**config.mk**
```make
export PLATFORM = sky130hd
export DESIGN_NAME = neighbor_fetch_flat
export DESIGN_NICKNAME = d
export VERILOG_FILES = /design/src/rtl/neighbor_fetch_pkg.sv /design/src/rtl/neighbor_fetch_if.sv /design/src/rtl/neighbor_addr.sv /design/src/rtl/neighbor_fetch.sv /design/src/flat_wrapper.sv
export SDC_FILE = /design/constraint.sdc
export NUM_CORES = 1
export LEC_CHECK = 0
export BUFFER_PORTS_ARGS = -buffer_cell sky130_fd_sc_hd__buf_2
export CORE_MARGIN = 10
export CORE_UTILIZATION = 35
export CTS_CLUSTER_SIZE = 16
export DETAILED_ROUTE_END_ITERATION = 16
export GPL_ROUTABILITY_DRIVEN = 0
export MAX_ROUTING_LAYER = met4
export PLACE_DENSITY = 0.63
export SETUP_SLACK_MARGIN = 0.5
export SLEW_MARGIN = 20
export SYNTH_ARGS = -nofsm -noshare
export SYNTH_HDL_FRONTEND = slang
export SYNTH_SLANG_ARGS = --single-unit
```
**constraint.sdc**
```tcl
create_clock -name newLocClock -period 4.2 [get_ports newLocClock]
set_clock_uncertainty 0.15 [all_clocks]
set_input_delay 0.42 -clock newLocClock [delete_from_list [all_inputs] [get_ports newLocClock]]
set_output_delay 0.42 -clock newLocClock [all_outputs]
set_load 0.05 [all_outputs]
```
**src/rtl/neighbor_fetch_pkg.sv**
```systemverilog
// Shared widths, direction and FSM types for the neighbour fetch unit.
// Direction order N,NE,E,SE,S,SW,W,NW matches surrounding_signals index.
package neighbor_fetch_pkg;

    localparam int X_bits      = 8;
    localparam int Y_bits      = 7;
    localparam int SIGNAL_bits = 8;

    typedef enum logic [2:0] {
        DIR_N,
        DIR_NE,
        DIR_E,
        DIR_SE,
        DIR_S,
        DIR_SW,
        DIR_W,
        DIR_NW
    } dir_e;

    typedef enum logic [1:0] {
        IDLE,
        FETCH,
        DRAIN,
        DONE
    } state_e;

    localparam logic [3:0] LAST_IDX = 4'd8;

endpackage

```
**src/rtl/neighbor_fetch_if.sv**
```systemverilog
// Request, environment lookup and result bundle of the neighbour fetch unit.
// master = requester/environment side, slave = neighbor_fetch.
interface neighbor_fetch_if;
    import neighbor_fetch_pkg::*;

    logic                                start;
    logic [X_bits-1:0]                   center_x;
    logic [Y_bits-1:0]                   center_y;
    logic [X_bits-1:0]                   lookup_X;
    logic [Y_bits-1:0]                   lookup_Y;
    logic [SIGNAL_bits-1:0]              lookup_signal;
    logic                                lookup_sugar;
    logic                                busy;
    logic                                done;
    logic [7:0][SIGNAL_bits-1:0]         surrounding_signals;
    logic [SIGNAL_bits-1:0]              cur_signal;
    logic                                cur_sugar;

    modport master (
        output start, center_x, center_y,
        output lookup_signal, lookup_sugar,
        input  lookup_X, lookup_Y,
        input  busy, done,
        input  surrounding_signals, cur_signal, cur_sugar
    );

    modport slave (
        input  start, center_x, center_y,
        input  lookup_signal, lookup_sugar,
        output lookup_X, lookup_Y,
        output busy, done,
        output surrounding_signals, cur_signal, cur_sugar
    );

endinterface

```
**src/rtl/neighbor_addr.sv**
```systemverilog
// Cell address for fetch index 0 (center) or 1..8 (N..NW), Y grows south.
// NEIGHBOR_FETCH_WRAP_EN: toroidal wrap; otherwise clamp and flag offgrid.
module neighbor_addr
    import neighbor_fetch_pkg::*;
#(
    parameter int GRID_W = 160,
    parameter int GRID_H = 120
) (
    input  logic [X_bits-1:0] cx,
    input  logic [Y_bits-1:0] cy,
    input  logic [3:0]        idx,
    output logic [X_bits-1:0] x,
    output logic [Y_bits-1:0] y,
    output logic              offgrid
);

    localparam logic [X_bits-1:0] XMAX = X_bits'(GRID_W - 1);
    localparam logic [Y_bits-1:0] YMAX = Y_bits'(GRID_H - 1);
`ifdef NEIGHBOR_FETCH_WRAP_EN
    localparam bit WRAP = 1'b1;
`else
    localparam bit WRAP = 1'b0;
`endif

    dir_e dir;
    logic xdec, xinc, ydec, yinc;
    logic xoff, yoff;

    assign dir = dir_e'(3'(idx - 4'd1));

    always_comb begin
        xdec = 1'b0;
        xinc = 1'b0;
        ydec = 1'b0;
        yinc = 1'b0;
        if (idx != 4'd0) begin
            unique case (dir)
                DIR_N:  ydec = 1'b1;
                DIR_NE: begin xinc = 1'b1; ydec = 1'b1; end
                DIR_E:  xinc = 1'b1;
                DIR_SE: begin xinc = 1'b1; yinc = 1'b1; end
                DIR_S:  yinc = 1'b1;
                DIR_SW: begin xdec = 1'b1; yinc = 1'b1; end
                DIR_W:  xdec = 1'b1;
                DIR_NW: begin xdec = 1'b1; ydec = 1'b1; end
                default: ;
            endcase
        end
    end

    always_comb begin
        x    = cx;
        xoff = 1'b0;
        if (xdec) begin
            if (cx == '0) begin
                x    = WRAP ? XMAX : '0;
                xoff = !WRAP;
            end else begin
                x = cx - 1'b1;
            end
        end else if (xinc) begin
            if (cx == XMAX) begin
                x    = WRAP ? '0 : XMAX;
                xoff = !WRAP;
            end else begin
                x = cx + 1'b1;
            end
        end
    end

    always_comb begin
        y    = cy;
        yoff = 1'b0;
        if (ydec) begin
            if (cy == '0) begin
                y    = WRAP ? YMAX : '0;
                yoff = !WRAP;
            end else begin
                y = cy - 1'b1;
            end
        end else if (yinc) begin
            if (cy == YMAX) begin
                y    = WRAP ? '0 : YMAX;
                yoff = !WRAP;
            end else begin
                y = cy + 1'b1;
            end
        end
    end

    assign offgrid = xoff | yoff;

endmodule

```
**src/rtl/neighbor_fetch.sv**
```systemverilog
// Fetches the center cell and its 8 neighbours through a 1-cycle lookup port.
// Edge behaviour selected by NEIGHBOR_FETCH_WRAP_EN (see neighbor_addr).
module neighbor_fetch
    import neighbor_fetch_pkg::*;
#(
    parameter int GRID_W = 160,
    parameter int GRID_H = 120
) (
    input logic            newLocClock,
    input logic            RESET_SIM,
    neighbor_fetch_if.slave bus
);

    state_e state_q, state_d;

    logic [X_bits-1:0]        cx_q;
    logic [Y_bits-1:0]        cy_q;
    logic [3:0]               idx_q;
    logic [X_bits-1:0]        lx_q;
    logic [Y_bits-1:0]        ly_q;

    logic                     iss_vld_q;
    logic [3:0]               iss_idx_q;
    logic                     iss_off_q;
    logic                     rd_vld_q;
    logic [3:0]               rd_idx_q;
    logic                     rd_off_q;

    logic [7:0][SIGNAL_bits-1:0] surr_q;
    logic [SIGNAL_bits-1:0]   cur_sig_q;
    logic                     cur_sug_q;

    logic                     accept;
    logic                     issue;
    logic [3:0]               issue_idx;
    logic [X_bits-1:0]        a_cx;
    logic [Y_bits-1:0]        a_cy;
    logic [X_bits-1:0]        a_x;
    logic [Y_bits-1:0]        a_y;
    logic                     a_off;
    logic [2:0]               sidx;

    always_comb begin
        state_d   = state_q;
        accept    = 1'b0;
        issue     = 1'b0;
        issue_idx = 4'd0;
        unique case (state_q)
            IDLE: begin
                if (bus.start) begin
                    state_d = FETCH;
                    accept  = 1'b1;
                    issue   = 1'b1;
                end
            end
            FETCH: begin
                issue     = 1'b1;
                issue_idx = idx_q + 4'd1;
                if (issue_idx == LAST_IDX) state_d = DRAIN;
            end
            DRAIN: begin
                if (rd_vld_q && rd_idx_q == LAST_IDX) state_d = DONE;
            end
            DONE: begin
                if (bus.start) begin
                    state_d = FETCH;
                    accept  = 1'b1;
                    issue   = 1'b1;
                end else begin
                    state_d = IDLE;
                end
            end
            default: state_d = IDLE;
        endcase
    end

    // Index 0 is issued on the accepting edge, before the center is latched.
    assign a_cx = accept ? bus.center_x : cx_q;
    assign a_cy = accept ? bus.center_y : cy_q;

    neighbor_addr #(
        .GRID_W (GRID_W),
        .GRID_H (GRID_H)
    ) u_addr (
        .cx      (a_cx),
        .cy      (a_cy),
        .idx     (issue_idx),
        .x       (a_x),
        .y       (a_y),
        .offgrid (a_off)
    );

    assign sidx = 3'(rd_idx_q - 4'd1);

    always_ff @(posedge newLocClock or posedge RESET_SIM) begin
        if (RESET_SIM) begin
            state_q   <= IDLE;
            cx_q      <= '0;
            cy_q      <= '0;
            idx_q     <= '0;
            lx_q      <= '0;
            ly_q      <= '0;
            iss_vld_q <= 1'b0;
            iss_idx_q <= '0;
            iss_off_q <= 1'b0;
            rd_vld_q  <= 1'b0;
            rd_idx_q  <= '0;
            rd_off_q  <= 1'b0;
            surr_q    <= '0;
            cur_sig_q <= '0;
            cur_sug_q <= 1'b0;
        end else begin
            state_q <= state_d;
            if (accept) begin
                cx_q <= bus.center_x;
                cy_q <= bus.center_y;
            end
            if (issue) begin
                lx_q  <= a_x;
                ly_q  <= a_y;
                idx_q <= issue_idx;
            end
            iss_vld_q <= issue;
            iss_idx_q <= issue_idx;
            iss_off_q <= a_off;
            rd_vld_q  <= iss_vld_q;
            rd_idx_q  <= iss_idx_q;
            rd_off_q  <= iss_off_q;
            if (rd_vld_q) begin
                if (rd_idx_q == 4'd0) begin
                    cur_sig_q <= bus.lookup_signal;
                    cur_sug_q <= bus.lookup_sugar;
                end else begin
                    surr_q[sidx] <= rd_off_q ? '0 : bus.lookup_signal;
                end
            end
        end
    end

    assign bus.lookup_X            = lx_q;
    assign bus.lookup_Y            = ly_q;
    assign bus.busy                = (state_q == FETCH) || (state_q == DRAIN);
    assign bus.done                = (state_q == DONE);
    assign bus.surrounding_signals = surr_q;
    assign bus.cur_signal          = cur_sig_q;
    assign bus.cur_sugar           = cur_sug_q;

endmodule

```
**src/flat_wrapper.sv**
```systemverilog
// flat-port wrapper written by rule: the top's interface ports become plain ports
module neighbor_fetch_flat import neighbor_fetch_pkg::*;
#(
    parameter int GRID_W = 160,
    parameter int GRID_H = 120
)
  (newLocClock, RESET_SIM, bus_start, bus_center_x, bus_center_y, bus_lookup_signal, bus_lookup_sugar, bus_lookup_X, bus_lookup_Y, bus_busy, bus_done, bus_surrounding_signals, bus_cur_signal, bus_cur_sugar);
  neighbor_fetch_if bus_i ();
  input logic newLocClock;
  input logic RESET_SIM;
  input wire logic [$bits(bus_i.start)-1:0] bus_start;
  input wire logic [$bits(bus_i.center_x)-1:0] bus_center_x;
  input wire logic [$bits(bus_i.center_y)-1:0] bus_center_y;
  input wire logic [$bits(bus_i.lookup_signal)-1:0] bus_lookup_signal;
  input wire logic [$bits(bus_i.lookup_sugar)-1:0] bus_lookup_sugar;
  output wire logic [$bits(bus_i.lookup_X)-1:0] bus_lookup_X;
  output wire logic [$bits(bus_i.lookup_Y)-1:0] bus_lookup_Y;
  output wire logic [$bits(bus_i.busy)-1:0] bus_busy;
  output wire logic [$bits(bus_i.done)-1:0] bus_done;
  output wire logic [$bits(bus_i.surrounding_signals)-1:0] bus_surrounding_signals;
  output wire logic [$bits(bus_i.cur_signal)-1:0] bus_cur_signal;
  output wire logic [$bits(bus_i.cur_sugar)-1:0] bus_cur_sugar;
  assign bus_i.start = bus_start;
  assign bus_i.center_x = bus_center_x;
  assign bus_i.center_y = bus_center_y;
  assign bus_i.lookup_signal = bus_lookup_signal;
  assign bus_i.lookup_sugar = bus_lookup_sugar;
  assign bus_lookup_X = bus_i.lookup_X;
  assign bus_lookup_Y = bus_i.lookup_Y;
  assign bus_busy = bus_i.busy;
  assign bus_done = bus_i.done;
  assign bus_surrounding_signals = bus_i.surrounding_signals;
  assign bus_cur_signal = bus_i.cur_signal;
  assign bus_cur_sugar = bus_i.cur_sugar;
  neighbor_fetch #(.GRID_W(GRID_W), .GRID_H(GRID_H)) u_core (.newLocClock(newLocClock), .RESET_SIM(RESET_SIM), .bus(bus_i));
endmodule
```
==> impl_metrics.ini, run 1 <==
[critical_path]
start_kind = flip-flop
cp_max_fo = 15
worstPathCellList = inv_1, ha_1, nand2b_1, buf_4, mux2i_1, inv_1, ha_1, nand4_1, mux2i_1, a21boi_0, nand2b_1, o311ai_0, nand3_1
endpoint_kind = flip-flop
crit_type = reg -> reg
critPathMaxStageDelay_ns = 0.42
required_ns = 4.33
critical_path.slowest_cell = dfrtp_1
arrival_ns = 3.50

[floorplanning]
core_area_sq_um = 16580
die_w_um = 150.0
ios = 117
dieHeight_um = 150.0
dieArea_sq_um = 22490
rows = 47
start_util_pct = 35.65

[global_routing]
grt_pass1_vias = 4893
busiest_layer = met2
met1_usage_pct = 16.78
overflow = 0
antenna_found_initial = 0
grt_pass1_wl_um = 25470
met3_usage_pct = 4.106
gr-usage-met2_pct = 23.80
grt_max_degree = 122
grt_usage_pct = 14.49

[sta]
finalMaxSlewViolations = 0
finalCritPeriodShare_pct = 80.24
rsz0062_at_grt = no
fin_tns_setup_ns = 0
worst_pin_slew_ns = 0.8556
max_freq_mhz = 296.7
finalSetupViolCount = 0
min_period_ns = 3.370
final_hold_viol_count = 0
slew_headroom_pct = 42.75

[final_layout]
antenna_cells = 0
nFillCells = 1608
area_growth_pct = 23.87
layout-drive-gt1-share_pct = 31.97
multi_input_area_sq_um = 2688
nNetsFinal = 713
seq_area_sq_um = 3028

[detailed_routing]
vias_per_cell = 5.075
vias = 4593
final_antenna_net_count = 0
drt_pass1_iterations = 5
drc = 0
wl_per_cell_um = 17.25
drtIter0Drc = 299
routed_wl_um = 15610

[synthesis]
syn_inst = 551
yosys_register_bits = 121
ys.warnings.count = 0
synth_area_leaders = dfrtp_1 51%, mux2_2 8.8%, nand2_1 4.8%, o21ai_0 3.6%, mux2i_1 3.0%
syn_nets = 592
yosys.area.top_type = dfrtp_1
synth_edf_count = 0
synth_ff_type = dfrtp_1
synth_seq_area_share_pct = 51.22
synth_top_area_share_pct = 51.22
ys_types = 71
syn_area_sq_um = 5912
avgSynthCellArea_sq_um = 10.73
synthArstFlopShare_pct = 100.0

[cts]
cts_resized = 0
insertion_delay_ns = 0.42
cts_hold_buf = 0
cts_tree = done
cts-root-buf = clkbuf_16
cts.sinks = 121
cts.clk_slew.worst_paths_ns = 0.05
ctsHtreeMaxLevel = 4
cts-buffers-inserted = 17
clk_path_buf_depth = 2
postCtsSetupRepairBufs = 0

[placement]
io_buffer_count = 116
post-dp-hpwl_um = 11600

[run_status]
outcome = completed

[job]
cap_violations = 0

[hold_path]
hp-class = in -> async
## metrics by stage
step	hold WS, ns	util (%)	instance area (sq um)	std cells	worst slack (ns)
CTS	0.07877	44.16	7323	905	0.8336
detailed placement	0.1870	40.43	6704	873	0.8705
global route	0.09146	44.16	7323	905	0.6029
floorplan	0.1812	-	5916	551	0.6313
global placement	0.1826	40.43	6704	873	1.048
finish	0.005921	44.16	7323	905	0.8301
## state kept, by name, summed over array words and instances, names as in the netlist
register	count
u_core.iss_idx_q	4
u_core.rd_vld_q	1
u_core.idx_q	4
u_core.state_q	2
u_core.bus.lookup_Y	7
u_core.rd_idx_q	4
u_core.rd_off_q	1
u_core.cy_q	7
u_core.cx_q	8
u_core.bus.cur_sugar	1
u_core.iss_off_q	1
u_core.bus.surrounding_signals	64
u_core.bus.lookup_X	8
u_core.iss_vld_q	1
u_core.bus.cur_signal	8
## layout by cell type, fill, tap and decap left out, types with 6 or more instances in the layout
cell / n
dfrtp_1: 121
a31oi_1: 8
a21oi_1: 15
buf_2: 116
clkinvlp_4: 7
xnor2_1: 12
clkbuf_16: 17
nand2b_1: 16
o21ai_0: 43
nor2_1: 34
ha_1: 14
mux2i_1: 18
mux2_2: 46
nand2_1: 76
nand3_1: 12
inv_1: 19
and3_1: 6
nor2b_1: 10
## kinds of logic after synthesis
| kind of cell | after synthesis | share of synthesized area (%) |
|---|---|---|
| AND/OR/NAND/NOR | 188 | 16.06 |
| flip-flops | 121 | 51.22 |
| adder cells (fa/ha/maj) | 14 | 2.963 |
| buffers and inverters | 41 | 3.323 |
| XOR/XNOR | 17 | 2.646 |
| AO/OA/AOI/OAI | 105 | 11.75 |
| multiplexers | 65 | 12.04 |
## layer usage
layer  vias up  routed length [um]
li1       2174                   -
met2       150                7576
met5         -                   0
met4         0                 163
met3        11                1114
met1      2258                6756
## worst max-delay path, delay by kind of cell, from the launching register on
family,cells,cell delay (ns)
AOI/OAI and AO/OA,2,0.54
adders and majority gates,2,0.59
buffers and inverters,3,0.47
DFF,1,0.42
muxes,2,0.41
and+or+nand+nor,4,0.64
## final timing paths
path,from,to,slack [ns],cells after the start
max,u_core.state_q[0],u_core.bus.lookup_Y[4],0.83,13
min reg2reg,u_core.iss_idx_q[0],u_core.rd_idx_q[0],0.20,0
max in group asynchronous,RESET_SIM,u_core.cy_q[5],3.38,3
min,RESET_SIM,u_core.bus.surrounding_signals[52],0.006,3
max reg2reg,u_core.state_q[0],u_core.bus.lookup_Y[4],0.83,13
min in group newLocClock,bus_lookup_sugar,u_core.bus.cur_sugar,0.09,2
## Yosys cell counts, types with 4 or more instances
cell,n
a21oi_1,15
a31oi_1,8
and3_1,6
buf_2,4
buf_6,5
clkbuf_1,8
dfrtp_1,121
ha_1,14
inv_1,20
mux2_2,46
mux2i_1,18
nand2_1,76
nand2b_1,16
nand3_1,12
nor2_1,34
nor2b_1,10
nor3_1,4
o211ai_1,4
o21ai_0,43
xnor2_1,12
xor2_1,4
## final cells by class
type | instances | area share [%]
Sequential cell | 121 | 41.35
Multi-Input combinational cell | 389 | 36.70
Timing Repair Buffer | 120 | 8.508
Clock buffer | 19 | 6.185
Tap cell | 220 | 3.759
Clock inverter | 13 | 2.272
Inverter | 23 | 1.230
Power of run 1 is not shown: default switching activity piles up to over one toggle a cycle in this logic, so the estimate is an artifact.
==> run 2, diff against run 1 <==
--- a/config.mk
+++ b/config.mk
@@ -5,6 +5,7 @@
 export SDC_FILE = /design/constraint.sdc
 export NUM_CORES = 1
 export LEC_CHECK = 0
+export ABC_AREA = 1
 export BUFFER_PORTS_ARGS = -buffer_cell sky130_fd_sc_hd__buf_2
 export CORE_MARGIN = 10
 export CORE_UTILIZATION = 35
==> constraint.sdc (replaced) <==
create_clock -name newLocClock -period 3.42 [get_ports newLocClock]
set_clock_uncertainty 0.15 [all_clocks]
set_input_delay 0.342 -clock newLocClock [delete_from_list [all_inputs] [get_ports newLocClock]]
set_output_delay 0.342 -clock newLocClock [all_outputs]
set_load 0.05 [all_outputs]
==> impl_metrics.ini, run 2 <==
[run_status]
outcome = completed

[cts]
ctsHtreeMaxLevel = 4
cts-buffers-inserted = 17
clk_path_buf_depth = 2
cts.sinks = 121
insertion_delay_ns = 0.42
cts-root-buf = clkbuf_16
cts_tree = done
cts.clk_slew.worst_paths_ns = 0.06
postCtsSetupRepairBufs = 0

[critical_path]
cp_max_fo = 21
cp_common_cell = nand2_1
arrival_ns = 2.82
critical_path.slowest_cell = dfrtp_2
timing.critical_path.buf_inv = 3
worstPathCellList = inv_1, ha_2, inv_4, nand2_8, nand2_1, nand2_1, ha_1, inv_1, nor2_1, nand2_1, nor2_1, nand2_1, nand4_1, a21oi_1
cpLargestDelayFamily = simple AND/OR/NAND/NOR gates
critPathMaxStageDelay_ns = 0.40
start_kind = flip-flop
regToRegSetupSlack_ns = 0.76
crit_type = reg -> reg
reg2reg_depth = 14
crit_cells = 14
required_ns = 3.57
endpoint_kind = flip-flop

[detailed_routing]
final_antenna_net_count = 0
wl_per_cell_um = 14.85
drc = 0
vias = 4804
vias_per_cell = 4.691
drtIter0Drc = 261
drt_pass1_iterations = 5
routed_wl_um = 15200

[hold_path]
hp-class = in -> reg
whs_path_depth = 3

[synthesis]
synth_common_cells = 187 x nand2_1, 121 x dfrtp_1, 68 x inv_1
yosys_register_bits = 121
synthArstFlopShare_pct = 100.0
syn_nets = 700
syn_area_sq_um = 5954
ys.warnings.count = 0
ys_types = 30
yosys.area.top_type = dfrtp_1
synth_top_area_share_pct = 50.85
synth_most_common_cell = nand2_1
synth_edf_count = 0
avgSynthCellArea_sq_um = 9.036
synth_seq_area_share_pct = 50.85
syn_inst = 659
synth_ff_type = dfrtp_1
synth_area_leaders = dfrtp_1 51%, mux2_2 12%, nand2_1 12%, inv_1 4.3%, nand3_1 4.1%

[final_layout]
nNetsFinal = 832
layout-drive-gt1-share_pct = 31.72
antenna_cells = 0
final_area_sq_um = 7445
final_common_cell = nand2_1
final_core_util_pct = 44.73
largest_register_ffs = 64
area_growth_pct = 25.03
layout_common_cells = 187 x nand2_1, 120 x dfrtp_1, 116 x buf_2, 66 x inv_1, 65 x mux2_2
nFillCells = 1621

[sta]
rsz0062_at_grt = no
finalCritPeriodShare_pct = 77.91
finalMaxSlewViolations = 0
min_period_ns = 2.665
final_hold_viol_count = 0
worst_pin_slew_ns = 0.7085
fin_tns_setup_ns = 0
finalSetupViolCount = 0
slew_headroom_pct = 52.59
worst_slack_ns = 0.7554
max_freq_mhz = 375.3

[global_routing]
grt_pass1_vias = 4736
antenna_found_initial = 0
grt_max_degree = 122
grt_usage_pct = 14.04
overflow = 0
grt_pass1_wl_um = 24700

[floorplanning]
start_util_pct = 35.78
core_area_sq_um = 16640
rows = 47
dieArea_sq_um = 22630
ios = 117
die_w_um = 150.4
dieHeight_um = 150.4

[job]
cap_violations = 0

[placement]
pre_cts_slack_ns = 0.4021
io_buffer_count = 116
place_area_sq_um = 6798
post-dp-hpwl_um = 11040
-- run 2: kinds of logic (layout without fill, tap and decap cells) --
group | after synthesis | after routing | share of synthesized area [%]
AND/OR/NAND/NOR | 336 | 336 | 24.08
AO/OA/AOI/OAI | 39 | 39 | 3.698
flip-flops | 121 | 121 | 50.85
multiplexers | 65 | 65 | 12.29
buffers and inverters | 79 | 224 | 5.400
XOR/XNOR | 5 | 5 | 0.7354
adder cells (fa/ha/maj) | 14 | 14 | 2.942
-- run 2: final timing paths --
path / endpoint / start
max: u_core.bus.lookup_X[5] / u_core.state_q[0]
max in group asynchronous: u_core.state_q[0] / RESET_SIM
min in group asynchronous: u_core.bus.cur_signal[7] / RESET_SIM
min reg2reg: u_core.rd_idx_q[1] / u_core.iss_idx_q[1]
max reg2reg: u_core.bus.lookup_X[5] / u_core.state_q[0]
min: u_core.bus.cur_signal[0] / bus_lookup_signal[0]
-- run 2: layout make-up --
| type | count | area [sq um] | share of cell area, % |
|---|---|---|---|
| Sequential cell | 121 | 3029 | 40.69 |
| Multi-Input combinational cell | 459 | 2629 | 35.31 |
| Timing Repair Buffer | 122 | 643.1 | 8.639 |
| Clock buffer | 18 | 439.2 | 5.899 |
| Tap cell | 220 | 275.3 | 3.697 |
| Inverter | 70 | 269.0 | 3.613 |
| Clock inverter | 14 | 160.2 | 2.151 |
-- run 2: per-stage QoR --
| step | instances | hold WS, ns |
|---|---|---|
| after floorplan | 659 | 0.1812 |
| after global placement | 990 | 0.1816 |
| after detailed placement | 990 | 0.1847 |
| after CTS | 1024 | 0.02302 |
| after global routing | 1024 | 0.04076 |
| final | 1024 | 0.04689 |
-- run 2: worst min-delay path, stage by stage --
cell and delay (ns):
buf_2 0.09, inv_1 0.06, o21ai_0 0.08
-- run 2: metal layers --
layer	part of all wire [%]	wire length, um	GRT usage [%]
met1	46	7031	17.64
met2	45	6847	21.56
met3	7.3	1117	3.661
met4	1.4	207	4.762
met5	0	0	-
-- run 2: repair_timing --
item,4_1_cts,5_1_grt
setup endpoints to repair,13,15
hold buffers,2,0
pin swaps,0,0
hold endpoints to repair,44,0
gates resized for setup,2,5
Power of run 2 is left out for the same reason.
==> run 3, diff against run 2 <==
==> constraint.sdc (replaced) <==
create_clock -name newLocClock -period 2.6 [get_ports newLocClock]
set_clock_uncertainty 0.15 [all_clocks]
set_input_delay 0.26 -clock newLocClock [delete_from_list [all_inputs] [get_ports newLocClock]]
set_output_delay 0.26 -clock newLocClock [all_outputs]
set_load 0.05 [all_outputs]
==> impl_metrics.ini, run 3 (same netlist as run 2, synthesis figures left out) <==
[critical_path]
crit_type = reg -> reg
cp_max_fo = 7
arrival_ns = 2.45
endpoint_kind = flip-flop
required_ns = 2.75
start_kind = flip-flop

[placement]
io_buffer_count = 116
post-dp-hpwl_um = 11250
pre_cts_slack_ns = 0.1031

[cts]
cts.sinks = 121
insertion_delay_ns = 0.42
clk_path_buf_depth = 2
cts_tree = done
cts-buffers-inserted = 17
ctsHtreeMaxLevel = 4
cts.clk_slew.worst_paths_ns = 0.06
cts-root-buf = clkbuf_16

[detailed_routing]
drt_pass1_iterations = 5
wl_per_cell_um = 15.93
vias_per_cell = 4.817
final_antenna_net_count = 0
drtIter0Drc = 285
vias = 5275
routed_wl_um = 17440
drc = 0

[final_layout]
final_common_cell = nand2_1
layout-drive-gt1-share_pct = 47.09
largest_register_ffs = 64
nNetsFinal = 903
layout_common_cells = 147 x nand2_1, 121 x dfrtp_1, 116 x buf_2, 65 x mux2_2, 59 x inv_1
final_core_util_pct = 52.54
antenna_cells = 0
area_growth_pct = 46.86

[sta]
slew_headroom_pct = 50.96
worst_pin_slew_ns = 0.7329
max_freq_mhz = 436.1
min_period_ns = 2.293
fin_tns_setup_ns = 0
rsz0062_at_grt = yes
final_hold_viol_count = 0
finalMaxSlewViolations = 0
finalCritPeriodShare_pct = 88.20
worst_slack_ns = 0.3068
finalSetupViolCount = 0

[global_routing]
antenna_found_initial = 0
grt_max_degree = 112
grt_pass1_vias = 5088
grt_pass1_wl_um = 26030
grt_usage_pct = 14.90
overflow = 0

[floorplanning]
dieArea_sq_um = 22630
die_w_um = 150.4
core_area_sq_um = 16640
rows = 47
start_util_pct = 35.78
dieHeight_um = 150.4
ios = 117

[job]
cap_violations = 0

[run_status]
outcome = completed

[hold_path]
hp-class = in -> reg
-- run 3: repair_timing --
item | 4_1_cts | 5_1_grt
setup buffers | 18 | 35
cloned | 2 | 1
gates resized for setup | 45 | 102
pin swaps | 18 | 42
hold buffers | 13 | 1
setup endpoints to repair | 82 | 44
hold endpoints to repair | 22 | 1
-- run 3: routing by layer --
| metal | track usage, % | up-vias | share of wire, % |
|---|---|---|---|
| met2 | 23.28 | 161 | 49 |
| met3 | 4.352 | 26 | 6.7 |
| met1 | 18.06 | 2562 | 43 |
| met4 | 5.199 | 0 | 1.6 |
| li1 | - | 2526 | - |
| met5 | - | - | 0 |
-- run 3: metrics by stage --
step                      std cells  area (sq um)  hold WS (ns)
after floorplan                 659          6068        0.1812
after global placement          993          6927       0.08558
after detailed placement        993          6927       0.08553
after CTS                      1058          8044      0.004992
after global routing           1095          8745       0.02024
final                          1095          8745       0.01399
-- run 3: worst max-delay path, cell delays in order (launching register included) --
cell      delay (ns)
dfrtp_1         0.39
inv_2           0.09
ha_4            0.24
clkinv_8        0.11
nand2_8         0.09
buf_8           0.19
buf_6           0.11
nand2_4         0.06
nand3_2         0.08
nor2_2          0.13
nand2_2         0.08
nand3_2         0.10
inv_2           0.06
nand2_1         0.06
nand2_1         0.06
nor2_2          0.10
nor2_1          0.04
-- run 3: cell type report --
cell class              count  area, sq um
clock inverters            13        156.4
multi-input cells         461         3243
clock buffers              19        452.9
well taps                 220        275.3
inverters                  70        281.5
repair buffers            191         1308
flip-flops and latches    121         3028
fillers                  1469         7898
-- run 3: path summary, 6_finish.rpt --
| check | start | end | slack [ns] | depth (start not counted) |
|---|---|---|---|---|
| max | u_core.state_q[0] | u_core.bus.lookup_X[3] | 0.31 | 16 |
| min | bus_center_y[4] | u_core.cy_q[4] | 0.01 | 3 |
| max reg2reg | u_core.state_q[0] | u_core.bus.lookup_X[3] | 0.31 | 16 |
| min reg2reg | u_core.iss_idx_q[0] | u_core.rd_idx_q[0] | 0.20 | 0 |
| max in group asynchronous | RESET_SIM | u_core.bus.lookup_Y[4] | 1.26 | 4 |
| min in group asynchronous | RESET_SIM | u_core.cx_q[4] | 0.18 | 3 |
Power of run 3 is left out for the same reason.
